===== src/rtl/ps2_host_cmd_if.sv =====
`default_nettype none
// ============================================================================
//  Module   : ps2_host_cmd_if
//  Purpose  : Bundle of the requester handshake, receiver side-band and the
//             open-drain PS/2 line signals used by ps2_host_cmd.
//  Revision : 1.0  initial release
// ============================================================================
interface ps2_host_cmd_if;
    // Requester command handshake and result
    logic       cmd_valid;
    logic [7:0] cmd_byte;
    logic       cmd_ready;
    logic       done;
    logic       err;
    logic [7:0] resp;
    logic       busy;

    // Side-band to/from the existing PS/2 receive path
    logic       rx_inhibit;
    logic       rx_valid;
    logic [7:0] rx_byte;

    // Raw open-drain line levels and pull-down enables
    logic       ps2_clk_in;
    logic       ps2_dat_in;
    logic       ps2_clk_oe;
    logic       ps2_dat_oe;

    // Controller view
    modport slave (
        input  cmd_valid, cmd_byte, rx_valid, rx_byte, ps2_clk_in, ps2_dat_in,
        output cmd_ready, done, err, resp, busy, rx_inhibit, ps2_clk_oe, ps2_dat_oe
    );

    // Requester / environment view
    modport master (
        output cmd_valid, cmd_byte, rx_valid, rx_byte, ps2_clk_in, ps2_dat_in,
        input  cmd_ready, done, err, resp, busy, rx_inhibit, ps2_clk_oe, ps2_dat_oe
    );
endinterface
`default_nettype wire


===== src/rtl/ps2_host_cmd.sv =====
`default_nettype none
// ============================================================================
//  Module   : ps2_host_cmd
//  Purpose  : PS/2 host-to-device command transmitter. Inhibits the bus,
//             issues request-to-send, shifts a byte out on device clocks,
//             checks the line-ack and waits for FA, retrying on FE, NACK or
//             timeout.
//  Revision : 1.0  initial release
// ============================================================================
module ps2_host_cmd #(
    parameter int INHIBIT_CYCLES = 5000,
    parameter int TIMEOUT_CYCLES = 1000000,
    parameter int MAX_RETRY      = 2,
    parameter int FILTER_LEN     = 8
) (
    input  logic           CLOCK_50,
    input  logic           clr,
    ps2_host_cmd_if.slave  bus
);

    localparam int INH_W = (INHIBIT_CYCLES > 1) ? $clog2(INHIBIT_CYCLES) : 1;
    localparam int TO_W  = (TIMEOUT_CYCLES > 1) ? $clog2(TIMEOUT_CYCLES) : 1;
    localparam int FLT_W = (FILTER_LEN > 1)     ? $clog2(FILTER_LEN)     : 1;
    localparam int RTY_W = (MAX_RETRY > 0)      ? $clog2(MAX_RETRY + 1)  : 1;

    localparam logic [INH_W-1:0] c_inh_last  = INH_W'(INHIBIT_CYCLES - 1);
    localparam logic [TO_W-1:0]  c_to_last   = TO_W'(TIMEOUT_CYCLES - 1);
    localparam logic [FLT_W-1:0] c_flt_last  = FLT_W'(FILTER_LEN - 1);
    localparam logic [RTY_W-1:0] c_max_retry = RTY_W'(MAX_RETRY);
    localparam logic [7:0]       c_ack_byte  = 8'hFA;
    localparam logic [7:0]       c_rsnd_byte = 8'hFE;

    typedef enum logic [2:0] {
        ST_IDLE      = 3'd0,
        ST_INHIBIT   = 3'd1,
        ST_RTS       = 3'd2,
        ST_TX        = 3'd3,
        ST_ACK       = 3'd4,
        ST_WAIT_RESP = 3'd5,
        ST_RETRY     = 3'd6
    } state_t;

    // Line conditioning
    logic             clk_meta_q, clk_meta_d, clk_sync_q, clk_sync_d;
    logic             dat_meta_q, dat_meta_d, dat_sync_q, dat_sync_d;
    logic             clk_flt_q, clk_flt_d, dat_flt_q, dat_flt_d;
    logic [FLT_W-1:0] clk_cnt_q, clk_cnt_d, dat_cnt_q, dat_cnt_d;
    logic             clk_flip;
    logic             clk_fall;

    // Control path
    state_t           state_q, state_d;
    logic [INH_W-1:0] inh_cnt_q, inh_cnt_d;
    logic [TO_W-1:0]  to_cnt_q, to_cnt_d;
    logic [3:0]       bit_idx_q, bit_idx_d;
    logic [RTY_W-1:0] retry_q, retry_d;
    logic [7:0]       byte_q, byte_d;
    logic             par_q, par_d;
    logic [7:0]       last_q, last_d;
    logic [7:0]       resp_q, resp_d;
    logic             done_q, done_d;
    logic             err_q, err_d;
    logic             clk_oe_q, clk_oe_d;
    logic             dat_oe_q, dat_oe_d;
    logic             timeout;

    // Two-flop synchronisers for the asynchronous raw line levels
    always_comb begin
        clk_meta_d = bus.ps2_clk_in;
        clk_sync_d = clk_meta_q;
        dat_meta_d = bus.ps2_dat_in;
        dat_sync_d = dat_meta_q;
    end

    // Glitch filters: a level change needs FILTER_LEN consecutive differing samples
    always_comb begin
        clk_flt_d = clk_flt_q;
        clk_cnt_d = '0;
        clk_flip  = 1'b0;
        if (clk_sync_q != clk_flt_q) begin
            if (clk_cnt_q == c_flt_last) begin
                clk_flip  = 1'b1;
                clk_flt_d = clk_sync_q;
            end else begin
                clk_cnt_d = clk_cnt_q + 1'b1;
            end
        end
        dat_flt_d = dat_flt_q;
        dat_cnt_d = '0;
        if (dat_sync_q != dat_flt_q) begin
            if (dat_cnt_q == c_flt_last) begin
                dat_flt_d = dat_sync_q;
            end else begin
                dat_cnt_d = dat_cnt_q + 1'b1;
            end
        end
        // Falling edge is acted on in the same edge the filtered level drops
        clk_fall = clk_flip & clk_flt_q;
    end

    // Next-state, counters and line drive for the command sequencer
    always_comb begin
        state_d   = state_q;
        inh_cnt_d = inh_cnt_q;
        to_cnt_d  = to_cnt_q;
        bit_idx_d = bit_idx_q;
        retry_d   = retry_q;
        byte_d    = byte_q;
        par_d     = par_q;
        last_d    = last_q;
        resp_d    = resp_q;
        done_d    = 1'b0;
        err_d     = 1'b0;
        clk_oe_d  = clk_oe_q;
        dat_oe_d  = dat_oe_q;

        // Per-attempt timer saturates so a deferred timeout still fires
        timeout = (to_cnt_q == c_to_last);
        if ((state_q == ST_TX || state_q == ST_ACK || state_q == ST_WAIT_RESP) && !timeout) begin
            to_cnt_d = to_cnt_q + 1'b1;
        end

        case (state_q)
            ST_IDLE: begin
                clk_oe_d = 1'b0;
                dat_oe_d = 1'b0;
                if (bus.cmd_valid && bus.cmd_ready) begin
                    byte_d    = bus.cmd_byte;
                    par_d     = ~^bus.cmd_byte;
                    retry_d   = '0;
                    inh_cnt_d = '0;
                    clk_oe_d  = 1'b1;
                    state_d   = ST_INHIBIT;
                end
            end
            ST_INHIBIT: begin
                if (inh_cnt_q == c_inh_last) begin
                    dat_oe_d = 1'b1;
                    state_d  = ST_RTS;
                end else begin
                    inh_cnt_d = inh_cnt_q + 1'b1;
                end
            end
            ST_RTS: begin
                // Data already held low as the start bit; hand the clock to the device
                clk_oe_d  = 1'b0;
                to_cnt_d  = '0;
                bit_idx_d = 4'd0;
                state_d   = ST_TX;
            end
            ST_TX: begin
                if (timeout) begin
                    clk_oe_d = 1'b0;
                    dat_oe_d = 1'b0;
                    last_d   = 8'h00;
                    state_d  = ST_RETRY;
                end else if (clk_fall) begin
                    if (bit_idx_q < 4'd8) begin
                        dat_oe_d = ~byte_q[bit_idx_q[2:0]];
                    end else if (bit_idx_q == 4'd8) begin
                        dat_oe_d = ~par_q;
                    end else begin
                        dat_oe_d = 1'b0;
                        state_d  = ST_ACK;
                    end
                    bit_idx_d = bit_idx_q + 4'd1;
                end
            end
            ST_ACK: begin
                if (timeout) begin
                    clk_oe_d = 1'b0;
                    dat_oe_d = 1'b0;
                    last_d   = 8'h00;
                    state_d  = ST_RETRY;
                end else if (clk_fall) begin
                    if (!dat_flt_q) begin
                        state_d = ST_WAIT_RESP;
                    end else begin
                        last_d  = 8'h00;
                        state_d = ST_RETRY;
                    end
                end
            end
            ST_WAIT_RESP: begin
                // A byte strobe takes priority over a same-cycle timeout
                if (bus.rx_valid) begin
                    if (bus.rx_byte == c_ack_byte) begin
                        done_d  = 1'b1;
                        resp_d  = c_ack_byte;
                        state_d = ST_IDLE;
                    end else if (bus.rx_byte == c_rsnd_byte) begin
                        last_d  = c_rsnd_byte;
                        state_d = ST_RETRY;
                    end
                end else if (timeout) begin
                    clk_oe_d = 1'b0;
                    dat_oe_d = 1'b0;
                    last_d   = 8'h00;
                    state_d  = ST_RETRY;
                end
            end
            ST_RETRY: begin
                if (retry_q < c_max_retry) begin
                    retry_d   = retry_q + 1'b1;
                    inh_cnt_d = '0;
                    clk_oe_d  = 1'b1;
                    state_d   = ST_INHIBIT;
                end else begin
                    err_d   = 1'b1;
                    resp_d  = last_q;
                    state_d = ST_IDLE;
                end
            end
            default: begin
                clk_oe_d = 1'b0;
                dat_oe_d = 1'b0;
                state_d  = ST_IDLE;
            end
        endcase
    end

    // State and datapath registers with synchronous reset
    always_ff @(posedge CLOCK_50) begin
        if (clr) begin
            clk_meta_q <= 1'b1;
            clk_sync_q <= 1'b1;
            dat_meta_q <= 1'b1;
            dat_sync_q <= 1'b1;
            clk_flt_q  <= 1'b1;
            dat_flt_q  <= 1'b1;
            clk_cnt_q  <= '0;
            dat_cnt_q  <= '0;
            state_q    <= ST_IDLE;
            inh_cnt_q  <= '0;
            to_cnt_q   <= '0;
            bit_idx_q  <= 4'd0;
            retry_q    <= '0;
            byte_q     <= 8'h00;
            par_q      <= 1'b0;
            last_q     <= 8'h00;
            resp_q     <= 8'h00;
            done_q     <= 1'b0;
            err_q      <= 1'b0;
            clk_oe_q   <= 1'b0;
            dat_oe_q   <= 1'b0;
        end else begin
            clk_meta_q <= clk_meta_d;
            clk_sync_q <= clk_sync_d;
            dat_meta_q <= dat_meta_d;
            dat_sync_q <= dat_sync_d;
            clk_flt_q  <= clk_flt_d;
            dat_flt_q  <= dat_flt_d;
            clk_cnt_q  <= clk_cnt_d;
            dat_cnt_q  <= dat_cnt_d;
            state_q    <= state_d;
            inh_cnt_q  <= inh_cnt_d;
            to_cnt_q   <= to_cnt_d;
            bit_idx_q  <= bit_idx_d;
            retry_q    <= retry_d;
            byte_q     <= byte_d;
            par_q      <= par_d;
            last_q     <= last_d;
            resp_q     <= resp_d;
            done_q     <= done_d;
            err_q      <= err_d;
            clk_oe_q   <= clk_oe_d;
            dat_oe_q   <= dat_oe_d;
        end
    end

    // Ready only once the result pulse has been seen, so a requester
    // never overlaps a new command with the previous result
    assign bus.cmd_ready  = (state_q == ST_IDLE) && !done_q && !err_q;
    assign bus.busy       = (state_q != ST_IDLE);
    assign bus.rx_inhibit = (state_q != ST_IDLE);
    assign bus.done       = done_q;
    assign bus.err        = err_q;
    assign bus.resp       = resp_q;
    assign bus.ps2_clk_oe = clk_oe_q;
    assign bus.ps2_dat_oe = dat_oe_q;

endmodule
`default_nettype wire


===== src/flat_wrapper.sv =====
// flat-port wrapper written by rule: the top's interface ports become plain ports
module ps2_host_cmd_flat 
#(
    parameter int INHIBIT_CYCLES = 5000,
    parameter int TIMEOUT_CYCLES = 1000000,
    parameter int MAX_RETRY      = 2,
    parameter int FILTER_LEN     = 8
)
  (CLOCK_50, clr, bus_cmd_valid, bus_cmd_byte, bus_rx_valid, bus_rx_byte, bus_ps2_clk_in, bus_ps2_dat_in, bus_cmd_ready, bus_done, bus_err, bus_resp, bus_busy, bus_rx_inhibit, bus_ps2_clk_oe, bus_ps2_dat_oe);
  ps2_host_cmd_if bus_i ();
  input  logic CLOCK_50;
  input  logic clr;
  input wire logic [$bits(bus_i.cmd_valid)-1:0] bus_cmd_valid;
  input wire logic [$bits(bus_i.cmd_byte)-1:0] bus_cmd_byte;
  input wire logic [$bits(bus_i.rx_valid)-1:0] bus_rx_valid;
  input wire logic [$bits(bus_i.rx_byte)-1:0] bus_rx_byte;
  input wire logic [$bits(bus_i.ps2_clk_in)-1:0] bus_ps2_clk_in;
  input wire logic [$bits(bus_i.ps2_dat_in)-1:0] bus_ps2_dat_in;
  output wire logic [$bits(bus_i.cmd_ready)-1:0] bus_cmd_ready;
  output wire logic [$bits(bus_i.done)-1:0] bus_done;
  output wire logic [$bits(bus_i.err)-1:0] bus_err;
  output wire logic [$bits(bus_i.resp)-1:0] bus_resp;
  output wire logic [$bits(bus_i.busy)-1:0] bus_busy;
  output wire logic [$bits(bus_i.rx_inhibit)-1:0] bus_rx_inhibit;
  output wire logic [$bits(bus_i.ps2_clk_oe)-1:0] bus_ps2_clk_oe;
  output wire logic [$bits(bus_i.ps2_dat_oe)-1:0] bus_ps2_dat_oe;
  assign bus_i.cmd_valid = bus_cmd_valid;
  assign bus_i.cmd_byte = bus_cmd_byte;
  assign bus_i.rx_valid = bus_rx_valid;
  assign bus_i.rx_byte = bus_rx_byte;
  assign bus_i.ps2_clk_in = bus_ps2_clk_in;
  assign bus_i.ps2_dat_in = bus_ps2_dat_in;
  assign bus_cmd_ready = bus_i.cmd_ready;
  assign bus_done = bus_i.done;
  assign bus_err = bus_i.err;
  assign bus_resp = bus_i.resp;
  assign bus_busy = bus_i.busy;
  assign bus_rx_inhibit = bus_i.rx_inhibit;
  assign bus_ps2_clk_oe = bus_i.ps2_clk_oe;
  assign bus_ps2_dat_oe = bus_i.ps2_dat_oe;
  ps2_host_cmd #(.INHIBIT_CYCLES(INHIBIT_CYCLES), .TIMEOUT_CYCLES(TIMEOUT_CYCLES), .MAX_RETRY(MAX_RETRY), .FILTER_LEN(FILTER_LEN)) u_core (.CLOCK_50(CLOCK_50), .clr(clr), .bus(bus_i));
endmodule

===== config.mk =====
export PLATFORM = sky130hd
export DESIGN_NAME = ps2_host_cmd_flat
export DESIGN_NICKNAME = d
export VERILOG_FILES = /design/src/rtl/ps2_host_cmd_if.sv /design/src/rtl/ps2_host_cmd.sv /design/src/flat_wrapper.sv
export SDC_FILE = /design/constraint.sdc
export NUM_CORES = 1
export LEC_CHECK = 0
export BUFFER_PORTS_ARGS = -buffer_cell sky130_fd_sc_hd__buf_2
export CAP_MARGIN = 5
export CORE_UTILIZATION = 37
export CTS_CLUSTER_DIAMETER = 100
export DETAILED_ROUTE_END_ITERATION = 6
export GPL_TIMING_DRIVEN = 0
export RECOVER_POWER = 50
export SYNTH_ARGS = -nofsm -noshare
export SYNTH_HDL_FRONTEND = slang
export SYNTH_SLANG_ARGS = --single-unit
export TNS_END_PERCENT = 30

===== constraint.sdc =====
create_clock -name CLOCK_50 -period 6.1 [get_ports CLOCK_50]
set_input_delay 0.915 -clock CLOCK_50 [delete_from_list [all_inputs] [get_ports CLOCK_50]]
set_output_delay 0.915 -clock CLOCK_50 [all_outputs]
set_load 0.02 [all_outputs]

==> flow_summary.toml <==
[status]
status = "finished, final reports clean"

[sta]
hold_viol = 0
setup_tns_ps = 0
clock_skew_ps = 12.06
relSlewSlack_pct = 49.52
max_clock_freq_ghz = 0.3821
fin_crit_ps = 2617
slew_viol_final = 0
rsz0062_at_grt = "no"
worst_slack_ps = 3483
setup_viol = 0
period_share_pct = 42.90
tightest_slew_ps = 751.4

[final_layout]
finish.instance_area_um2 = 4532
layout-drive-gt1-share_pct = 15.06
antenna_cells = 0
finalCoreUtilization_pct = 43.32
layout.nets = 522
nFillCells = 1096
syn2layout_area_growth_pct = 12.45

[clocking]
htreeDepth = 3
clk-insertion-delay-late_ps = 360
cts_resized = 0
path_clk_slew_ps = 80
cts_tree = "done"
cts-root-buf = "clkbuf_8"
postCtsSetupBuffers = 0
cts_buffers = 9
cts_buffer_depth = 2
clock-sinks = 83
hold_buffers = 0

[place]
dp_hpwl_um = 6977
gp_congestion = 0.8873
place_area_um2 = 4380
dp_slack_ps = 3588
io_buffer_count = 36

[pwr]
leakage_nw = 1.675
ir_drop_mv = 0.1216
power_density_nw_per_um2 = 250.8

[logic_synthesis]
synth_nets = 475
syn_inst = 446
syn_avg_cell_area_um2 = 9.036
synth_area_um2 = 4030
synth_area_leaders = "dfxtp_1 41%, a21oi_1 4.0%, mux2i_1 4.0%, nor2_1 3.5%, nand2_1 3.4%"
ys_async_sr_fraction_pct = 0
synthDistinctLibCells = 63
yosysTopAreaCellShare_pct = 41.23
yosysTopAreaCell = "dfxtp_1"
synth-seq-cells = 83
yosysSeqAreaShare_pct = 41.23
ys.flop_type = "dfxtp_1"
synth.most_common_cell = "dfxtp_1"
synth_commonest_cells = "83 x dfxtp_1, 38 x nor2_1, 37 x nand2_1"
synth_warnings = 0
synth_edf_count = 0

[routing]
vias_per_cell = 5.541
wl_um = 9577
ant_nets = 0
wl_per_cell_um = 15.11
first_pass_iters = 5
first_iter_violations = 271
drcViolationCount = 0
vias = 3513

[run]
maxCapViolCount = 0

[critical_path]
start_kind = "register"
worstPathArrival_ps = 1700
worst-endpoint-required_ps = 5180
endpoint_kind = "output port"
path_class = "register to output port"
cp_max_fo = 10

[die]
dieWidth_um = 106.4
start_util_pct = 38.52
die_area_um2 = 11310
fp.coreArea_um2 = 10460
io_pins = 37
die_h_um = 106.4
rows = 37

[grt]
grt_pass1_wl_um = 16090
grt_pass1_vias = 3399
grt_start_max_net_pins = 16
grtUsageTotal_pct = 17.75
antenna_found_initial = 0
grt_overflow = 0

[worst_hold_path]
min_path_type = "register to register"
## critical path, stage by stage (launching register included)
cell and delay (ps):
dfxtp_1 330, buf_4 170, or3_1 480, nor3_1 170
buf_2 190
## where the power goes
| part | internal (W) | total (W) | switching (W) |
|---|---|---|---|
| sequential | 0.000561 | 0.000574 | 0.0000131 |
| clock | 0.000150 | 0.000360 | 0.000210 |
| combinational | 0.0000769 | 0.000203 | 0.000126 |
## layout make-up
cell class	count	area (µm²)	area share, %
Buffer	19	98.84	2.181
Clock buffer	9	123.9	2.733
Clock inverter	7	53.80	1.187
Inverter	5	18.77	0.4141
Multi-Input combinational cell	339	2241	49.45
Sequential cell	83	1662	36.66
Tap cell	136	170.2	3.755
Timing Repair Buffer	36	163.9	3.617
## worst paths after layout
path,from,to,slack [ps],cells after the start
max,u_core.state_q[0],bus_cmd_ready,3480,4
min,u_core.clk_meta_q,u_core.clk_sync_q,420,1
max reg2reg,u_core.to_cnt_q[0],u_core.inh_cnt_q[7],3660,7
min reg2reg,u_core.clk_meta_q,u_core.clk_sync_q,420,1
## sequential cells by signal, indices dropped and copies added, names as in the netlist, 2 cells and up
| register | flops |
|---|---|
| u_core.inh_cnt_q | 13 |
| u_core.dat_cnt_q | 3 |
| u_core.retry_q | 2 |
| u_core.state_q | 3 |
| u_core.byte_q | 8 |
| u_core.bit_idx_q | 4 |
| u_core.clk_cnt_q | 3 |
| u_core.last_q | 8 |
| u_core.bus.resp | 8 |
| u_core.to_cnt_q | 20 |
## metal layers
layer / track usage [%] / part of all wire (%) / vias to the layer above
met2: 28.43 / 47 / 93
li1: - / - / 1732
met3: 3.617 / 4.3 / 25
met4: 8.631 / 2.7 / 0
met1: 22.64 / 46 / 1663
met5: 0 / 0 / -
## through the flow
step,total power [W],hold WS [ps],cells
floorplan,0.0007290,389.5,446
global placement,0.0007842,398.3,618
detailed placement,0.0007893,404.8,618
CTS,0.001150,424.5,634
global route,0.001194,441.1,634
finish,0.001137,418.7,634
## layout by cell type (no fill, tap or decap), drive strengths merged, types with 8 or more instances in the layout
cell,netlist,layout
o21a,9,9
nand4,13,13
xor2,12,12
or3,8,8
nand2,38,38
clkbuf,6,29
nor2,38,38
mux2i,16,16
xnor2,14,14
dfxtp,83,83
nor3,10,10
or4,8,8
buf,13,35
and2,9,9
a21oi,33,33
and3,10,10
nand3,12,12
o21ai,22,22
## cell families (layout without fill, tap and decap cells)
kind of cell,after synthesis,after routing,share of synthesized area (%)
XOR/XNOR,26,26,5.650
AND/OR/NAND/NOR,188,188,26.05
flip-flops,83,83,41.23
adder cells (fa/ha/maj),7,7,2.173
multiplexers,18,18,5.091
buffers and inverters,24,76,2.918
AO/OA/AOI/OAI,100,100,16.89
Power figures use the tool's default switching activity.
